$ cat config.mk
export PLATFORM = sky130hd
export DESIGN_NAME = vec_issue_ctrl
export DESIGN_NICKNAME = d
export VERILOG_FILES = /design/src/rtl/vec_issue_ctrl.sv
export SDC_FILE = /design/constraint.sdc
export NUM_CORES = 1
export LEC_CHECK = 0
export BUFFER_PORTS_ARGS = -buffer_cell sky130_fd_sc_hd__buf_2
export CAP_MARGIN = 30
export CORE_ASPECT_RATIO = 0.8
export CORE_MARGIN = 5
export CORE_UTILIZATION = 49
export CTS_CLUSTER_DIAMETER = 50
export DETAILED_ROUTE_END_ITERATION = 16
export GPL_TIMING_DRIVEN = 0
export PLACE_DENSITY = 0.87
export SLEW_MARGIN = 20
export SYNTH_ARGS = -nofsm -noshare
export SYNTH_HDL_FRONTEND = slang
export SYNTH_SLANG_ARGS = --single-unit
$ cat constraint.sdc
create_clock -name clk -period 2.65 [get_ports clk]
set_input_delay 0.53 -clock clk [delete_from_list [all_inputs] [get_ports clk]]
set_output_delay 0.53 -clock clk [all_outputs]
set_load 0.02 [all_outputs]
$ cat src/rtl/vec_issue_ctrl.sv
// vec_issue_ctrl
// Issue controller for a single in-order vector execute unit.
// Accepts decoded vector instructions, blocks on RAW/WAW hazards through an
// 8-entry register scoreboard, issues with zero latency to the execute unit,
// and tracks in-flight ops in an in-order tag FIFO so that each ex_done maps to
// the oldest outstanding op for writeback. A flush request stops acceptance and
// waits for in-flight ops to drain, then pulses flush_done.
//
// Ports
//   clk, rst_n                    clock, async active-low reset
//   in_valid / in_ready           instruction handshake
//   in_vd, in_vs1, in_vs2, in_we  register indices and write flag
//   in_alu_op                     opcode
//   ex_valid, ex_alu_op,
//   ex_vs1, ex_vs2                issue strobe and operands to execute unit
//   ex_busy                       execute unit cannot accept this cycle
//   ex_done                       one in-order completion this cycle
//   wb_we, wb_vd                  register-file writeback for the completing op
//   flush_req / flush_done        drain request and one-cycle drained pulse
//   sb_busy                       pending-write bitmap, bit i = v[i]
//   stall_cnt                     saturating count of stalled valid cycles
//   err_underflow                 sticky: ex_done seen with nothing in flight
module vec_issue_ctrl #(
    parameter int MAX_INFLIGHT = 4,
    parameter int CNT_W        = 16
) (
    input  logic             clk,
    input  logic             rst_n,
    input  logic             in_valid,
    output logic             in_ready,
    input  logic [2:0]       in_vd,
    input  logic [2:0]       in_vs1,
    input  logic [2:0]       in_vs2,
    input  logic             in_we,
    input  logic [2:0]       in_alu_op,
    output logic             ex_valid,
    output logic [2:0]       ex_alu_op,
    output logic [2:0]       ex_vs1,
    output logic [2:0]       ex_vs2,
    input  logic             ex_busy,
    input  logic             ex_done,
    output logic             wb_we,
    output logic [2:0]       wb_vd,
    input  logic             flush_req,
    output logic             flush_done,
    output logic [7:0]       sb_busy,
    output logic [CNT_W-1:0] stall_cnt,
    output logic             err_underflow
);

    localparam int PW = (MAX_INFLIGHT > 1) ? $clog2(MAX_INFLIGHT) : 1;
    localparam int CW = $clog2(MAX_INFLIGHT) + 1;

    typedef enum logic [1:0] {RUN, DRAIN, DONE} state_t;

    state_t         state, state_nxt;
    logic [CW-1:0]  count;
    logic [PW-1:0]  wr_ptr, rd_ptr;
    logic [2:0]     tag_vd [MAX_INFLIGHT];
    logic           tag_we [MAX_INFLIGHT];

    logic           hazard;
    logic           issue;
    logic           pop;
    logic [7:0]     sb_nxt;

    // Hazards are judged against the registered scoreboard only; a completion
    // in the same cycle does not release a waiting instruction until next cycle.
    assign hazard = sb_busy[in_vs1] | sb_busy[in_vs2] | (in_we & sb_busy[in_vd]);

    assign in_ready = (state == RUN) & ~flush_req & ~hazard & ~ex_busy
                    & (count < CW'(MAX_INFLIGHT));
    assign issue    = in_valid & in_ready;

    assign ex_valid  = issue;
    assign ex_alu_op = in_alu_op;
    assign ex_vs1    = in_vs1;
    assign ex_vs2    = in_vs2;

    // A completion with nothing in flight is dropped and only flags an error.
    assign pop   = ex_done & (count != '0);
    assign wb_vd = tag_vd[rd_ptr];
    assign wb_we = pop & tag_we[rd_ptr];

    // Clear for the completing op first, then set for the issuing op, so a
    // same-index collision leaves the bit set for the new writer.
    always_comb begin
        sb_nxt = sb_busy;
        if (wb_we)
            sb_nxt[wb_vd] = 1'b0;
        if (issue && in_we)
            sb_nxt[in_vd] = 1'b1;
    end

    // Flush FSM
    always_comb begin
        state_nxt  = state;
        flush_done = 1'b0;
        case (state)
            RUN:   if (flush_req) state_nxt = DRAIN;
            DRAIN: if (count == '0) state_nxt = DONE;
            DONE: begin
                flush_done = 1'b1;
                state_nxt  = RUN;
            end
            default: state_nxt = RUN;
        endcase
    end

    always_ff @(posedge clk or negedge rst_n) begin
        if (!rst_n)
            state <= RUN;
        else
            state <= state_nxt;
    end

    // Tag FIFO and in-flight count. Depth is a power of two, so the pointers
    // wrap naturally.
    always_ff @(posedge clk or negedge rst_n) begin
        if (!rst_n) begin
            wr_ptr <= '0;
            rd_ptr <= '0;
            count  <= '0;
            for (int i = 0; i < MAX_INFLIGHT; i++) begin
                tag_vd[i] <= '0;
                tag_we[i] <= 1'b0;
            end
        end else begin
            if (issue) begin
                tag_vd[wr_ptr] <= in_vd;
                tag_we[wr_ptr] <= in_we;
                wr_ptr         <= wr_ptr + PW'(1);
            end
            if (pop)
                rd_ptr <= rd_ptr + PW'(1);
            if (issue && !pop)
                count <= count + CW'(1);
            else if (pop && !issue)
                count <= count - CW'(1);
        end
    end

    always_ff @(posedge clk or negedge rst_n) begin
        if (!rst_n)
            sb_busy <= '0;
        else
            sb_busy <= sb_nxt;
    end

    always_ff @(posedge clk or negedge rst_n) begin
        if (!rst_n) begin
            stall_cnt     <= '0;
            err_underflow <= 1'b0;
        end else begin
            if (in_valid && !in_ready && (stall_cnt != '1))
                stall_cnt <= stall_cnt + CNT_W'(1);
            if (ex_done && (count == '0))
                err_underflow <= 1'b1;
        end
    end

endmodule

==> metrics.yaml, run 1 <==
status: "finished clean"
finalPower_w: 0.00271
overflow: 0
async_flop_share_pct: 100
vias: 2050
cts_max_level: 2
track_usage_pct: 17.8
grt_start_max_net_pins: 34
drive_gt1_share_pct: 38.2
grt_antenna_before_repair: 0
crit_family: "buffers and inverters"
yosysTopAreaCellShare_pct: 46.6
leakage_nw: 1.69
crit_slowest_cell: "dfrtp_1"
syn_inst: 225
synth_top_flop_cell: "dfrtp_1"
pin_count: 60
path_cells: "buf_6 > mux2i_1 > o22ai_1 > o31ai_2 > and4_4 > buf_6 > buf_4"
cts_sinks: 50
syn_nets: 251
synth_edf_count: 0
ir_worst_vdd_mv: 0.365
ant_nets: 0
initial_core_util_pct: 50.0
drc: 0
yosysUniqueCellTypes: 40
worst_pin_slew_ns: 0.460
clkSlewWorstSetupHoldPaths_ns: 0.10
synth_warnings: 0
final_max_slew_viol_count: 0
insertion_delay_ns: 0.31
fillCellCount: 398
drtIter0Drc: 93
cp_common_cell: "buf_6"
nets: 321
antennaDiodeCount: 0
holdCritPathClass: "primary input to async pin"
cts.path.max_buffers: 2
critical_path_class: "flip-flop to primary output"
critPathRequiredTime_ns: 2.12
die_width_um: 92.8
rows: 24
drv_cap: 0
netlist_area_um2: 2690
hold_viol_final: 0
syn_avg_cell_area_um2: 11.9
numCtsBuffers: 5
cts_root_buf: "clkbuf_8"
setup_viol: 0
crit_arrival_ns: 2.04
fin_hold_ws_ns: 0.154
cts_tree: "done"
syn_to_final_growth_pct: 22.9
fin_cells: 361
place_inst: 344
skew_ns: 0.00849
first_pass_iters: 4
port-buffer-count: 53
synth.area.top_cells: "dfrtp_1 (47%), mux2_1 (7.5%), mux4_2 (6.7%), xor2_1 (4.9%), buf_4 (2.8%)"
start_kind: "flip-flop"
core_um2: 5380
synth_area_leader_cell: "dfrtp_1"
powerDensity_nw_per_um2: 821
synthTopCellsByCount: "dfrtp_1 (50), mux2_1 (18), xor2_1 (15)"
path_max_fanout: 10
drt_wl_total_um: 6110
synth_most_common_cell: "dfrtp_1"
globalplace.congestion: 0.861
cp-end-kind: "primary output"
post-dp-hpwl_um: 4370
period_needed_ns: 2.57
max_stage_delay_ns: 0.41
dieArea_um2: 7080
avgViaCountPerCell: 5.68
yosysSeqAreaShare_pct: 46.6
die_h_um: 76.2
grt_pass1_vias: 2147
path_buf_inv: 3
slew-limit-headroom_pct: 69.4
wire_per_inst_um: 16.9
synth-seq-cells: 50
max_freq_mhz: 389
period_share_pct: 97.0
grt_pass1_wl_um: 10300
registers in the layout (all words and copies together), names as in the netlist:
name,count
stall_cnt,16
tag_vd,12
sb_busy,8
tag_we,4
count,3
rd_ptr,2
state,2
wr_ptr,2
err_underflow,1
cells by family after synthesis:
logic type | Yosys count | share of synthesized area, %
buf+inv | 25 | 6.01
fa+ha+maj | 7 | 3.54
compound gates | 22 | 6.05
simple gates | 68 | 14.4
mux | 33 | 16.9
flops | 50 | 46.6
xor+xnor | 20 | 6.52
report_power, final:
| group | leakage (nW) | total, W | switching (W) | internal (W) |
|---|---|---|---|---|
| clock | 0.0579 | 0.000534 | 0.000256 | 0.000278 |
| combinational | 0.981 | 0.00100 | 0.000533 | 0.000468 |
| sequential | 0.651 | 0.00118 | 0.000204 | 0.000973 |
cell usage in the layout (no fill, tap or decap), types with 6 or more instances in the layout:
| cell type | instances |
|---|---|
| nand2_1 | 10 |
| dfrtp_1 | 50 |
| buf_4 | 23 |
| xor2_1 | 15 |
| mux4_2 | 8 |
| o31ai_1 | 6 |
| nand3_1 | 11 |
| mux2_1 | 18 |
| buf_2 | 55 |
| nor2_1 | 8 |
| and3_1 | 9 |
| o21ai_0 | 8 |
final timing paths:
path                               start       endpoint  slack (ns)  depth (start not counted)
min reg2reg                err_underflow  err_underflow        0.46                          1
min in group clk           err_underflow  err_underflow        0.46                          1
max                           sb_busy[6]       in_ready        0.08                          7
max in group asynchronous          rst_n      tag_we[0]        1.98                          2
max reg2reg                   sb_busy[6]      tag_we[0]        0.12                         10
min                                rst_n  stall_cnt[13]        0.15                          1
metal layers:
metal / wire length (um) / vias to the layer above / GRT usage, %
met5: 0 / - / 0
met4: 130 / 0 / 7.47
met3: 468 / 14 / 3.85
met2: 2900 / 85 / 28.5
met1: 2610 / 1009 / 23.3
li1: - / 942 / -
stage by stage:
stage / setup WS [ns] / area, um2 / utilization, % / TNS (ns)
after floorplan: -0.0689 / 2720 / - / -0.122
after global placement: -0.362 / 3070 / 57.1 / -0.832
after detailed placement: -0.407 / 3090 / 57.5 / -0.933
after CTS: 0.00720 / 3280 / 60.9 / 0
after global routing: -0.00763 / 3300 / 61.4 / -0.0121
final: 0.0797 / 3300 / 61.4 / 0
cell type report:
| cell class | count | area [um2] | area share (%) |
|---|---|---|---|
| multi-input cells | 150 | 1330 | 40.2 |
| flip-flops and latches | 50 | 1250 | 37.9 |
| repair buffers | 65 | 377 | 11.4 |
| plain buffers | 18 | 129 | 3.90 |
| well taps | 65 | 81.3 | 2.46 |
| clock buffers | 5 | 68.8 | 2.08 |
| clock inverters | 3 | 40.0 | 1.21 |
| inverters | 5 | 26.3 | 0.796 |
what timing repair did:
item                       in CTS  in global routing
hold buffers                    0                  0
setup endpoints to repair       4                  4
pin swaps                       1                  4
setup buffers                  11                  1
gates resized for setup         2                  8
worst register-to-register path, stage by stage (launching register included):
cell and delay (ns):
dfrtp_1 0.41, buf_6 0.13, mux2i_1 0.14, o22ai_1 0.13
o31ai_2 0.27, and4_4 0.34, buf_4 0.19, buf_4 0.14
and3_1 0.17, buf_2 0.16, mux2_1 0.33
Note: power is estimated with default switching activity, not from simulation.
==> run 2: changes to the inputs <==
--- a/config.mk
+++ b/config.mk
@@ -7,9 +7,11 @@
 export LEC_CHECK = 0
 export BUFFER_PORTS_ARGS = -buffer_cell sky130_fd_sc_hd__buf_2
 export CAP_MARGIN = 30
+export CELL_PAD_IN_SITES_DETAIL_PLACEMENT = 0
+export CELL_PAD_IN_SITES_GLOBAL_PLACEMENT = 2
 export CORE_ASPECT_RATIO = 0.8
 export CORE_MARGIN = 5
-export CORE_UTILIZATION = 49
+export CORE_UTILIZATION = 32
 export CTS_CLUSTER_DIAMETER = 50
 export DETAILED_ROUTE_END_ITERATION = 16
 export GPL_TIMING_DRIVEN = 0
==> metrics.yaml, run 2 (same netlist as run 1, synthesis figures left out) <==
status: "finished clean"
cts_tree: "done"
worst_pin_slew_ns: 0.637
overflow: 0
path_cells: "mux4_2 > mux2i_1 > and4_4 > buf_8 > buf_4"
path_buf_inv: 2
port-buffer-count: 53
cts_root_buf: "clkbuf_8"
cp-end-kind: "primary output"
power_frac_seq_pct: 45.8
core_um2: 8060
vias: 1944
grt_pass1_vias: 1963
pin_count: 60
initial_core_util_pct: 33.4
drc: 0
die_h_um: 92.0
ant_nets: 0
leakage_nw: 1.65
antennaDiodeCount: 0
cts_max_level: 2
skew_ns: 0.00893
drv_cap: 0
final_common_cell: "buf_2"
wire_per_inst_um: 15.0
period_share_pct: 95.7
globalplace.congestion: 0.813
rows: 29
grt_start_max_net_pins: 51
avgViaCountPerCell: 4.86
clkSlewWorstSetupHoldPaths_ns: 0.09
period_needed_ns: 2.54
internal_power_w: 0.00163
setup_ws_ns: 0.115
max_stage_delay_ns: 0.48
crit_slowest_cell: "mux4_2"
numCtsBuffers: 5
dieArea_um2: 10300
powerDensity_nw_per_um2: 787
critical_path_class: "flip-flop to primary output"
post-dp-hpwl_um: 4500
postCtsHoldBufs: 0
largest_reg_flops: 16
setup_viol: 0
nets: 317
drive_gt1_share_pct: 37.0
cts_sinks: 50
fin_hold_ws_ns: 0.227
crit_family: "multiplexers"
drtIter0Drc: 66
hold_viol_final: 0
clkPwrFrac_pct: 17.5
final_max_slew_viol_count: 0
pwr-share-comb_pct: 36.7
track_usage_pct: 12.2
start_kind: "flip-flop"
grt_pass1_wl_um: 10300
dp_slack_ns: -0.396
first_pass_iters: 4
critPathRequiredTime_ns: 2.12
rsz0062_at_grt: "no"
grt_antenna_before_repair: 0
insertion_delay_ns: 0.30
cts.path.max_buffers: 2
syn_to_final_growth_pct: 22.0
path_max_fanout: 10
drt_wl_total_um: 6010
slew-limit-headroom_pct: 57.5
p_sw_w: 0.000953
reg_top3: "stall_cnt x16, tag_vd x12, sb_busy x8"
reg2reg_slack_ns: 0.13
max_freq_mhz: 394
p_sw_share_pct: 36.9
ir_worst_vdd_mv: 0.221
crit_arrival_ns: 2.01
layout_common_cells: "buf_2 (54), dfrtp_1 (47), buf_4 (22), mux2_1 (18), xor2_1 (15)"
finalSetupTns_ns: 0
holdCritPathClass: "primary input to async pin"
die_width_um: 112
regMostFlops: "stall_cnt"
-- run 2: cell types whose count changed in the layout (fill, tap and decap cells not counted), sizes merged --
cell / delta
clkbuf: +2
buf: -4
bufinv: -1
clkinv: -1
-- run 2: per-stage QoR --
step	utilization (%)	std cells	total power, W	area (um2)
6_report	40.7	400	0.00258	3280
5_1_grt	40.7	400	0.00277	3280
4_1_cts	40.6	399	0.00262	3270
3_5_place_dp	38.8	386	0.00213	3130
3_3_place_gp	38.8	386	0.00210	3120
2_1_floorplan	-	225	0.00181	2720
-- run 2: layout make-up --
| class | instances | area, um2 |
|---|---|---|
| plain buffers | 18 | 133 |
| clock buffers | 7 | 86.3 |
| clock inverters | 1 | 5.00 |
| fillers | 781 | 4780 |
| inverters | 5 | 26.3 |
| multi-input cells | 150 | 1310 |
| flip-flops and latches | 50 | 1250 |
| well taps | 108 | 135 |
| repair buffers | 61 | 333 |
-- run 2: timing repair --
item | 4_1_cts | 5_1_grt
pin swaps | 2 | 3
endpoints found under the setup margin | 4 | 4
buffers inserted | 6 | 2
resized for setup | 7 | 3
-- run 2: per-layer routing --
layer / share of wire, % / vias to the layer above / global-route usage [%] / wire length [um]
met5: 0 / - / 0 / 0
met4: 1.3 / 0 / 4.50 / 79
met3: 5.5 / 8 / 3.22 / 331
met2: 45 / 49 / 18.3 / 2690
met1: 48 / 952 / 17.1 / 2910
li1: - / 935 / - / -
-- run 2: path summary, 6_finish.rpt --
kind / start / endpoint / cells past startpoint
worst max register to register: sb_busy[3] / count[2] / 11
max in group asynchronous: rst_n / sb_busy[0] / 1
worst min register to register: state[1] / state[0] / 1
min in group clk: in_vd[0] / sb_busy[4] / 2
worst max-delay path: sb_busy[3] / in_ready / 5
worst min-delay path: rst_n / tag_vd[6] / 1
-- run 2: power groups by stage --
stage                     Sequential, W  Combinational (W)  Clock, W
after floorplan                 0.00124           0.000578         0
after global placement          0.00119           0.000904         0
after detailed placement        0.00120           0.000930         0
after CTS                       0.00118           0.000960  0.000479
after global routing            0.00122            0.00105  0.000502
final                           0.00118           0.000948  0.000452
